[src/rtl/matrix_mult_seq_pkg.sv]
// Shared types and helpers for the sequential matrix multiplier.
// Optional feature: define MATRIX_MULT_SATURATE_EN for clamping plus overflow flag.
package matrix_pkg;

   typedef enum logic [1:0] {IDLE, RUN, DONE} state_t;

   localparam int DIM_DEF = 4;
   localparam int DW_DEF  = 16;

   // Element [r][c] sits at bit (r*dim + c)*dw of a flat matrix bus.
   function automatic int elem_lsb(input int r, input int c, input int dim, input int dw);
      return (r * dim + c) * dw;
   endfunction

endpackage

[src/rtl/matrix_mult_seq_if.sv]
// Flat-bus matrix operation port bundle: start/busy/done handshake plus operands and result.
// Optional feature macro MATRIX_MULT_SATURATE_EN only changes how ovf is driven.
interface matrix_mult_seq_if #(
   parameter int DIM = matrix_pkg::DIM_DEF,
   parameter int DW  = matrix_pkg::DW_DEF
);

   logic                    enable;
   logic [DIM*DIM*DW-1:0]   m1;
   logic [DIM*DIM*DW-1:0]   m2;
   logic [DIM*DIM*DW-1:0]   m_out;
   logic                    busy;
   logic                    done;
   logic                    ovf;

   modport master (
      output enable, m1, m2,
      input  m_out, busy, done, ovf
   );

   modport slave (
      input  enable, m1, m2,
      output m_out, busy, done, ovf
   );

endinterface

[src/rtl/matrix_mult_seq_mac_unit.sv]
// Single multiply-accumulate lane; acc presents the running sum including the current product.
// Optional feature macro MATRIX_MULT_SATURATE_EN is not used here.
module mac_unit
   import matrix_pkg::*;
#(
   parameter int DW    = DW_DEF,
   parameter int ACC_W = 2 * DW_DEF + 2
) (
   input  logic             clk,
   input  logic             reset,
   input  logic [DW-1:0]    a,
   input  logic [DW-1:0]    b,
   input  logic             clr,
   input  logic             en,
   output logic [ACC_W-1:0] acc
);

   logic [ACC_W-1:0] acc_q;
   logic [ACC_W-1:0] acc_d;

   assign acc = acc_q + ACC_W'(a) * ACC_W'(b);

   // clr wins over en so the final MAC of an element also restarts the sum.
   always_comb begin
      acc_d = acc_q;
      if (clr) begin
         acc_d = '0;
      end else if (en) begin
         acc_d = acc;
      end
   end

   always_ff @(posedge clk or negedge reset) begin
      if (!reset) begin
         acc_q <= '0;
      end else begin
         acc_q <= acc_d;
      end
   end

endmodule

[src/rtl/matrix_mult_seq.sv]
// Sequential DIM x DIM unsigned matrix multiplier, one MAC per clock, start/busy/done handshake.
// Optional feature macro MATRIX_MULT_SATURATE_EN: clamp elements to 2^DW-1 and report ovf.
module matrix_mult_seq
   import matrix_pkg::*;
#(
   parameter int DIM   = DIM_DEF,
   parameter int DW    = DW_DEF,
   parameter int ACC_W = 2 * DW + $clog2(DIM)
) (
   input  logic             clk,
   input  logic             reset,
   matrix_mult_seq_if.slave bus
);

   localparam int CW = $clog2(DIM);
   localparam int BW = DIM * DIM * DW;
   localparam logic [CW-1:0] LAST = CW'(DIM - 1);

   state_t         state_q, state_d;
   logic [CW-1:0]  row_q, row_d;
   logic [CW-1:0]  col_q, col_d;
   logic [CW-1:0]  k_q, k_d;
   logic           busy_q, busy_d;
   logic           done_q, done_d;
   logic [BW-1:0]  m_out_q;
   logic [BW-1:0]  a_q, b_q, res_q;

   logic             cap, wr, load_out;
   logic             mac_clr, mac_en;
   logic [DW-1:0]    a_el, b_el;
   logic [ACC_W-1:0] mac_acc;

`ifdef MATRIX_MULT_SATURATE_EN
   localparam logic [ACC_W-1:0] MAX_ACC = (ACC_W'(1) << DW) - ACC_W'(1);
`endif

   function automatic logic [DW-1:0] fit_elem(input logic [ACC_W-1:0] v);
`ifdef MATRIX_MULT_SATURATE_EN
      return (v > MAX_ACC) ? {DW{1'b1}} : v[DW-1:0];
`else
      return DW'(v);
`endif
   endfunction

   assign a_el = a_q[elem_lsb(int'(row_q), int'(k_q), DIM, DW) +: DW];
   assign b_el = b_q[elem_lsb(int'(k_q), int'(col_q), DIM, DW) +: DW];

   mac_unit #(
      .DW    (DW),
      .ACC_W (ACC_W)
   ) u_mac (
      .clk   (clk),
      .reset (reset),
      .a     (a_el),
      .b     (b_el),
      .clr   (mac_clr),
      .en    (mac_en),
      .acc   (mac_acc)
   );

   always_comb begin
      state_d  = state_q;
      row_d    = row_q;
      col_d    = col_q;
      k_d      = k_q;
      busy_d   = busy_q;
      done_d   = 1'b0;
      cap      = 1'b0;
      wr       = 1'b0;
      load_out = 1'b0;
      mac_clr  = 1'b0;
      mac_en   = 1'b0;
      case (state_q)
         IDLE: begin
            if (bus.enable) begin
               cap     = 1'b1;
               mac_clr = 1'b1;
               row_d   = '0;
               col_d   = '0;
               k_d     = '0;
               busy_d  = 1'b1;
               state_d = RUN;
            end
         end
         RUN: begin
            mac_en = 1'b1;
            if (k_q == LAST) begin
               // Element finished this cycle: store it and restart the sum.
               wr      = 1'b1;
               mac_clr = 1'b1;
               k_d     = '0;
               if (col_q == LAST) begin
                  col_d = '0;
                  if (row_q == LAST) begin
                     row_d   = '0;
                     state_d = DONE;
                  end else begin
                     row_d = row_q + CW'(1);
                  end
               end else begin
                  col_d = col_q + CW'(1);
               end
            end else begin
               k_d = k_q + CW'(1);
            end
         end
         DONE: begin
            load_out = 1'b1;
            done_d   = 1'b1;
            busy_d   = 1'b0;
            state_d  = IDLE;
         end
         default: state_d = IDLE;
      endcase
   end

   always_ff @(posedge clk or negedge reset) begin
      if (!reset) begin
         state_q <= IDLE;
         row_q   <= '0;
         col_q   <= '0;
         k_q     <= '0;
         busy_q  <= 1'b0;
         done_q  <= 1'b0;
         m_out_q <= '0;
      end else begin
         state_q <= state_d;
         row_q   <= row_d;
         col_q   <= col_d;
         k_q     <= k_d;
         busy_q  <= busy_d;
         done_q  <= done_d;
         if (load_out) begin
            m_out_q <= res_q;
         end
      end
   end

   // Operand and result buffers carry no reset; they are always written before use.
   always_ff @(posedge clk) begin
      if (cap) begin
         a_q <= bus.m1;
         b_q <= bus.m2;
      end
      if (wr) begin
         res_q[elem_lsb(int'(row_q), int'(col_q), DIM, DW) +: DW] <= fit_elem(mac_acc);
      end
   end

`ifdef MATRIX_MULT_SATURATE_EN
   logic sat_q;
   logic ovf_q;

   always_ff @(posedge clk or negedge reset) begin
      if (!reset) begin
         sat_q <= 1'b0;
         ovf_q <= 1'b0;
      end else begin
         if (cap) begin
            sat_q <= 1'b0;
         end else if (wr && (mac_acc > MAX_ACC)) begin
            sat_q <= 1'b1;
         end
         if (load_out) begin
            ovf_q <= sat_q;
         end
      end
   end

   assign bus.ovf = ovf_q;
`else
   assign bus.ovf = 1'b0;
`endif

   assign bus.m_out = m_out_q;
   assign bus.busy  = busy_q;
   assign bus.done  = done_q;

endmodule

[src/flat_wrapper.sv]
// flat-port wrapper written by rule: the top's interface ports become plain ports
module matrix_mult_seq_flat import matrix_pkg::*;
#(
   parameter int DIM   = DIM_DEF,
   parameter int DW    = DW_DEF,
   parameter int ACC_W = 2 * DW + $clog2(DIM)
)
  (clk, reset, bus_enable, bus_m1, bus_m2, bus_m_out, bus_busy, bus_done, bus_ovf);
  matrix_mult_seq_if #(.DIM(DIM), .DW(DW)) bus_i ();
  input  logic clk;
  input  logic reset;
  input wire logic [$bits(bus_i.enable)-1:0] bus_enable;
  input wire logic [$bits(bus_i.m1)-1:0] bus_m1;
  input wire logic [$bits(bus_i.m2)-1:0] bus_m2;
  output wire logic [$bits(bus_i.m_out)-1:0] bus_m_out;
  output wire logic [$bits(bus_i.busy)-1:0] bus_busy;
  output wire logic [$bits(bus_i.done)-1:0] bus_done;
  output wire logic [$bits(bus_i.ovf)-1:0] bus_ovf;
  assign bus_i.enable = bus_enable;
  assign bus_i.m1 = bus_m1;
  assign bus_i.m2 = bus_m2;
  assign bus_m_out = bus_i.m_out;
  assign bus_busy = bus_i.busy;
  assign bus_done = bus_i.done;
  assign bus_ovf = bus_i.ovf;
  matrix_mult_seq #(.DIM(DIM), .DW(DW), .ACC_W(ACC_W)) u_core (.clk(clk), .reset(reset), .bus(bus_i));
endmodule
[config.mk]
export PLATFORM = sky130hd
export DESIGN_NAME = matrix_mult_seq_flat
export DESIGN_NICKNAME = d
export VERILOG_FILES = /design/src/rtl/matrix_mult_seq_pkg.sv /design/src/rtl/matrix_mult_seq_if.sv /design/src/rtl/matrix_mult_seq_mac_unit.sv /design/src/rtl/matrix_mult_seq.sv /design/src/flat_wrapper.sv
export SDC_FILE = /design/constraint.sdc
export NUM_CORES = 1
export LEC_CHECK = 0
export CORE_ASPECT_RATIO = 1.25
export CORE_MARGIN = 1.5
export CORE_UTILIZATION = 32
export DETAILED_ROUTE_END_ITERATION = 16
export PLACE_DENSITY_LB_ADDON = 0.2
export SETUP_SLACK_MARGIN = 0.05
export SLEW_MARGIN = 40
export SYNTH_ARGS = -nofsm -noshare
export SYNTH_HDL_FRONTEND = slang
export SYNTH_SLANG_ARGS = --single-unit
[constraint.sdc]
create_clock -name clk -period 70.6 [get_ports clk]
set_input_delay 14.12 -clock clk [delete_from_list [all_inputs] [get_ports clk]]
set_output_delay 14.12 -clock clk [all_outputs]
set_load 0.01 [all_outputs]
==> metrics.yaml, run 1 <==
grt:
  grt_pass1_vias: 26800
  grt_pass1_wl_um: 185000
  grt_start_max_net_pins: 114
  track_usage_pct: 18.6
  grt_overflow_total: 0
  grt_antenna_before_repair: 37
clocking:
  cts.sinks: 1050
  cts_tree: "built"
  clock_path_buffers: 3
  h-tree-depth: 3
  clockRootBuffer: "clkbuf_16"
  cts_resized: 0
  path_clk_slew_ns: 0.06
  insertion_delay_ns: 0.75
  cts_hold_buf: 0
  cts_buffers: 109
  postCtsSetupRepairBufs: 0
timing:
  setup_viol: 0
  fmax_ghz: 0.0603
  final.setup_skew_ns: 0.0320
  slew_violations: 0
  hold_viol_final: 0
  worst_pin_slew_ns: 0.834
  rsz0062_at_grt: "false"
  fin_crit_ns: 16.59
  final.setup.tns_ns: 0
  relSlewSlack_pct: 44.4
  fin_crit_sh_pct: 23.5
drt:
  drtIter0Drc: 1410
  ant_nets: 0
  firstDrtPassIters: 5
  vias: 24800
  wire_per_inst_um: 24.5
  wl_um: 130000
  avgViaCountPerCell: 4.67
  drc: 0
cells_and_area:
  drive_above_1_share_pct: 18.2
  syn2layout_area_growth_pct: 31.1
  nets: 4120
  fill_cells: 12500
hold_path:
  hold_path_class: "register to register"
floorplan:
  pin_count: 774
  row_count: 151
  die_h_um: 417
  die_w_um: 334
  dieArea_um2: 139000
  core_um2: 136000
  initial_utilization_pct: 32.3
worst_setup_path:
  cp_max_fo: 113
  cp-end-kind: "register"
  critPathKind: "input port to register"
  startpoint_type: "input port"
  worstPathArrival_ns: 16.95
  cp_data_required_time_ns: 70.96
flow_run:
  maxCapViolCount: 0
synth:
  synth_enable_flop_cells: 768
  yosysTopAreaCellShare_pct: 52.7
  ys_seq_elements: 1050
  syn_area_per_cell_um2: 16.7
  syn-cell-area_um2: 43800
  ys_top_cells_by_area: "edfxtp_1 (53%), dfrtp_1 (16%), mux2_2 (6.6%), mux4_2 (6.0%), fa_1 (4.3%)"
  synthArstFlopShare_pct: 26.9
  dominantRegCellSynth: "edfxtp_1"
  synthesis.nets: 3291
  syn_inst: 2621
  synth.distinct_cells: 63
  yosysSeqAreaShare_pct: 68.8
  yosysMostFrequentCell: "edfxtp_1"
  synth_warnings: 0
  synthTopCellsByCount: "edfxtp_1 (768), dfrtp_1 (282), mux2_2 (256), nor2_1 (242), inv_1 (190)"
  yosysTopAreaCell: "edfxtp_1"
place:
  io_buffers: 772
  gp_congestion: 0.808
  hpwl_um: 95100
status:
  outcome: "complete, no violations"
[state kept, by name, summed over array words and instances (netlist names)]
name and flops:
u_core.col_q 2, u_core.state_q 2, u_core.row_q 2, u_core.b_q 256
u_core.bus.m_out 256, u_core.bus.done 1, u_core.a_q 256, u_core.k_q 2
u_core.bus.busy 1, u_core.u_mac.acc_q 16, u_core.res_q 256
[logic make-up after synthesis]
family / count (synthesis) / synth area share (%)
flip-flops: 1050 / 68.8
AND/OR/NAND/NOR: 543 / 5.38
multiplexers: 401 / 13.9
buffers and inverters: 317 / 3.23
adder cells (fa/ha/maj): 155 / 6.04
AO/OA/AOI/OAI: 115 / 1.82
XOR/XNOR: 39 / 0.888
other: 1 / 0.00856
[cell type report]
class / count / area (µm²) / share of cell area, %
Antenna cell: 19 / 47.5 / 0.0828
Clock buffer: 141 / 2980 / 5.19
Clock inverter: 57 / 552 / 0.961
Inverter: 192 / 721 / 1.26
Multi-Input combinational cell: 1254 / 12400 / 21.5
Sequential cell: 1050 / 30100 / 52.5
Tap cell: 1759 / 2200 / 3.83
Timing Repair Buffer: 843 / 8420 / 14.7
[cells in the final DEF (no fill, tap or decap), types with 5 or more instances in the layout]
cell type        instances
nor2b_1                 12
fa_1                    94
clkinv_1                11
or3_1                    5
mux2i_1                 11
nand2b_1                11
nor3_1                  59
bufinv_16                7
edfxtp_1               768
a22o_1                  14
clkbuf_16              111
o21bai_1                 6
o21ai_0                  9
mux2_2                 256
and3_1                  16
dfrtp_1                277
mux4_2                 117
inv_6                    5
nand2_1                148
inv_1                  190
a21oi_1                 33
clkbuf_8                 9
xnor2_1                 32
buf_4                   55
buf_6                    7
clkdlybuf4s50_1        771
and2_1                  24
clkinv_2                21
diode_2                 19
nor2_1                 237
a22oi_1                 20
clkbuf_1                21
ha_1                    61
mux4_1                  17
[path summary, 6_finish.rpt]
check	from	end	slack [ns]	cells after the start
max in group asynchronous	reset	u_core.bus.m_out[199]$_DFFE_PN0P_	55.95	3
setup reg to reg	u_core.col_q[0]$_DFFE_PN0P_	u_core.res_q[79]$_DFFE_PP_	61.45	25
min in group asynchronous	reset	u_core.bus.m_out[240]$_DFFE_PN0P_	13.28	1
hold reg to reg	u_core.res_q[93]$_DFFE_PP_	u_core.bus.m_out[93]$_DFFE_PN0P_	0.46	1
hold / removal	u_core.res_q[93]$_DFFE_PP_	u_core.bus.m_out[93]$_DFFE_PN0P_	0.46	1
setup / recovery	bus_enable	u_core.b_q[138]$_DFFE_PP_	54.01	6
[per-stage QoR]
stage	utilization [%]	std cells	setup slack, ns	hold WS (ns)	instance area [µm²]
2_1_floorplan	-	2621	12.30	0.450	43800
3_3_place_gp	39.5	5091	52.92	0.455	53600
3_5_place_dp	39.7	5096	53.28	0.461	53800
4_1_cts	42.3	5294	54.08	0.443	57300
5_1_grt	42.3	5309	53.85	0.475	57400
6_report	42.3	5315	54.01	0.461	57400
[critical path, stage by stage]
cell and delay [ns]:
clkdlybuf4s50_1 0.46, nor3b_2 0.21, buf_4 0.43, buf_12 0.39, buf_16 0.43, buf_6 0.70
[per-layer routing]
layer	vias to the layer above	global-route usage, %	wire length, µm	share of wire (%)
met3	210	4.94	8570	6.6
met5	-	0	254	0.20
li1	11200	-	-	-
met2	791	32.9	67600	52
met1	12500	21.7	50200	39
met4	38	6.46	3550	2.7
Power of run 1 is left out: the tool's default activity adds up to more than one toggle a clock period on the data nets, which glitch-free logic cannot reach.
==> inputs of run 2 (changes only) <==
==> constraint.sdc (replaced) <==
create_clock -name clk -period 16.7 [get_ports clk]
set_input_delay 3.34 -clock clk [delete_from_list [all_inputs] [get_ports clk]]
set_output_delay 3.34 -clock clk [all_outputs]
set_load 0.01 [all_outputs]
==> run 2 against run 1 <==
Non-clock buffer count down 8. Utilization is essentially flat. Flip-flop and latch count is the same. Sequential share of layout area about the same. First-iteration DRC count increased by 0.85%. Cell count fell by 0.19%.
==> metrics.yaml, run 2 (synthesized netlist as in run 1, its figures left out) <==
floorplan:
  row_count: 151  # unchanged
  dieArea_um2: 139000  # unchanged
  die_w_um: 334  # unchanged
  pin_count: 774  # unchanged
  core_um2: 136000  # unchanged
  die_h_um: 417  # unchanged
  initial_utilization_pct: 32.3  # unchanged
cells_and_area:
  layout_commonest_cell: "clkdlybuf4s50_1"  # unchanged
  syn2layout_area_growth_pct: 31.2  # was 31.1%
  utilization_pct: 42.4  # was 42.3%
  drive_above_1_share_pct: 18.0  # was 18.2%
  final_cell_mix: "clkdlybuf4s50_1 (771), edfxtp_1 (768), dfrtp_1 (277)"  # unchanged
  nets: 4111  # was 4120
  fill_cells: 12400  # was 12500
drt:
  wire_per_inst_um: 24.8  # was 24.5 µm
  vias: 24800  # about the same
  avgViaCountPerCell: 4.67  # about the same
  drtIter0Drc: 1422  # was 1410
  ant_nets: 0  # unchanged
  drc: 0  # unchanged
  wl_um: 131000  # was 130000 µm
  firstDrtPassIters: 5  # unchanged
timing:
  setup_viol: 0  # unchanged
  relSlewSlack_pct: 46.8  # was 44.4%
  final.setup_skew_ns: 0.0602  # was 0.0320 ns
  fin_crit_ns: 8.99
  fmax_ghz: 0.111
  worst_pin_slew_ns: 0.798  # was 0.834 ns
  hold_slack_ns: 0.448  # was 0.461 ns
  slew_violations: 0  # unchanged
  rsz0062_at_grt: "false"  # unchanged
  fin_crit_sh_pct: 53.8
  hold_viol_final: 0  # unchanged
clocking:
  insertion_delay_ns: 0.75  # about the same
  cts_buffers: 108  # was 109
  cts_resized: 0  # unchanged
  cts_tree: "built"  # unchanged
  clockRootBuffer: "clkbuf_16"  # unchanged
  cts_hold_buf: 0  # unchanged
  postCtsSetupRepairBufs: 0  # unchanged
  path_clk_slew_ns: 0.07  # was 0.06 ns
  h-tree-depth: 3  # unchanged
  cts.sinks: 1050  # unchanged
  clock_path_buffers: 3  # unchanged
worst_setup_path:
  critPathKind: "register to register"  # was input port to register
  startpoint_type: "register"  # was input port
  reg2reg_to: "u_core.res_q[31]$_DFFE_PP_"  # was u_core.res_q[79]$_DFFE_PP_
  cp_slowest_stage_delay_ns: 0.85  # was 0.70 ns
  cp_max_fo: 47  # was 113
  worstPathArrival_ns: 9.43  # was 16.95 ns
  cp_common_cell: "inv_1"
  cp_data_required_time_ns: 17.14  # was 70.96 ns
  r2r_slack_ns: 7.71  # was 61.45 ns
  cp-end-kind: "register"  # unchanged
  r2r-start: "u_core.col_q[0]$_DFFE_PN0P_"  # unchanged
  slowest_stage: "dfrtp_4"  # was buf_6
  r2r_cells: 27  # was 25
grt:
  grt_pass1_wl_um: 188000  # was 185000 µm
  grt_pass1_vias: 26500  # was 26800
  grt_overflow_total: 0  # unchanged
  track_usage_pct: 18.8  # was 18.6%
  grt_start_max_net_pins: 111  # was 114
  grt_antenna_before_repair: 23  # was 37
hold_path:
  holdCritStartpoint: "u_core.res_q[166]$_DFFE_PP_"  # was u_core.res_q[93]$_DFFE_PP_
  hold_path_class: "register to register"  # unchanged
  min_delay_path_depth: 1  # unchanged
  whs_endpoint: "u_core.bus.m_out[166]$_DFFE_PN0P_"  # was u_core.bus.m_out[93]$_DFFE_PN0P_
place:
  gp_congestion: 0.798  # was 0.808
  hpwl_um: 96500  # was 95100 µm
  io_buffers: 772  # unchanged
status:
  outcome: "complete, no violations"  # unchanged
flow_run:
  maxCapViolCount: 0  # unchanged
-- run 2: routing by layer --
layer	wire length [µm]	GRT usage, %
met3	8210	4.53
met4	2510	4.84
met5	189	0
met2	70200	34.3
met1	50200	22.0
-- run 2: cell type report --
class	count	area, µm²	area share (%)
Sequential cell	1050	30100	52.4
Clock inverter	63	711	1.24
Timing Repair Buffer	835	8380	14.6
Multi-Input combinational cell	1254	12400	21.6
Antenna cell	11	27.5	0.0479
Tap cell	1759	2200	3.83
Inverter	192	721	1.25
Clock buffer	141	2900	5.04
-- run 2: how the worst max path moves through the flow --
stage | from | to | slack (ns) | cells past startpoint
final | u_core.col_q[0]$_DFFE_PN0P_ | u_core.res_q[31]$_DFFE_PP_ | 7.71 | 27
after global routing | u_core.col_q[0]$_DFFE_PN0P_ | u_core.res_q[31]$_DFFE_PP_ | 7.23 | 27
after CTS | u_core.k_q[1]$_DFFE_PN0P_ | u_core.res_q[127]$_DFFE_PP_ | 7.55 | 23
after detailed placement | u_core.k_q[1]$_DFFE_PN0P_ | u_core.res_q[175]$_DFFE_PP_ | 7.56 | 23
after global placement | u_core.col_q[0]$_DFFE_PN0P_ | u_core.res_q[78]$_DFFE_PP_ | 7.25 | 25
after floorplan | bus_enable | u_core.row_q[1]$_DFFE_PN0P_ | -2.19 | 5
-- run 2: stage by stage --
step / setup TNS, ns / setup slack [ns] / cells / cell area (µm²)
floorplan: -84.30 / -2.19 / 2621 / 43800
global placement: 0 / 7.25 / 5081 / 53600
detailed placement: 0 / 7.56 / 5088 / 53800
CTS: 0 / 7.55 / 5292 / 57400
global route: 0 / 7.23 / 5302 / 57500
finish: 0 / 7.71 / 5305 / 57500
-- run 2: critical path: cells and delay by family (launching register included) --
kind / cells / cell delay, ns
AOI/OAI and AO/OA: 4 / 1.03
muxes: 1 / 0.58
DFF: 1 / 0.85
xor gates and xnor gates: 1 / 0.66
buffers and inverters: 9 / 1.41
and+or+nand+nor: 5 / 0.67
adders and majority gates: 7 / 3.37
Power of run 2 is left out for the same reason.
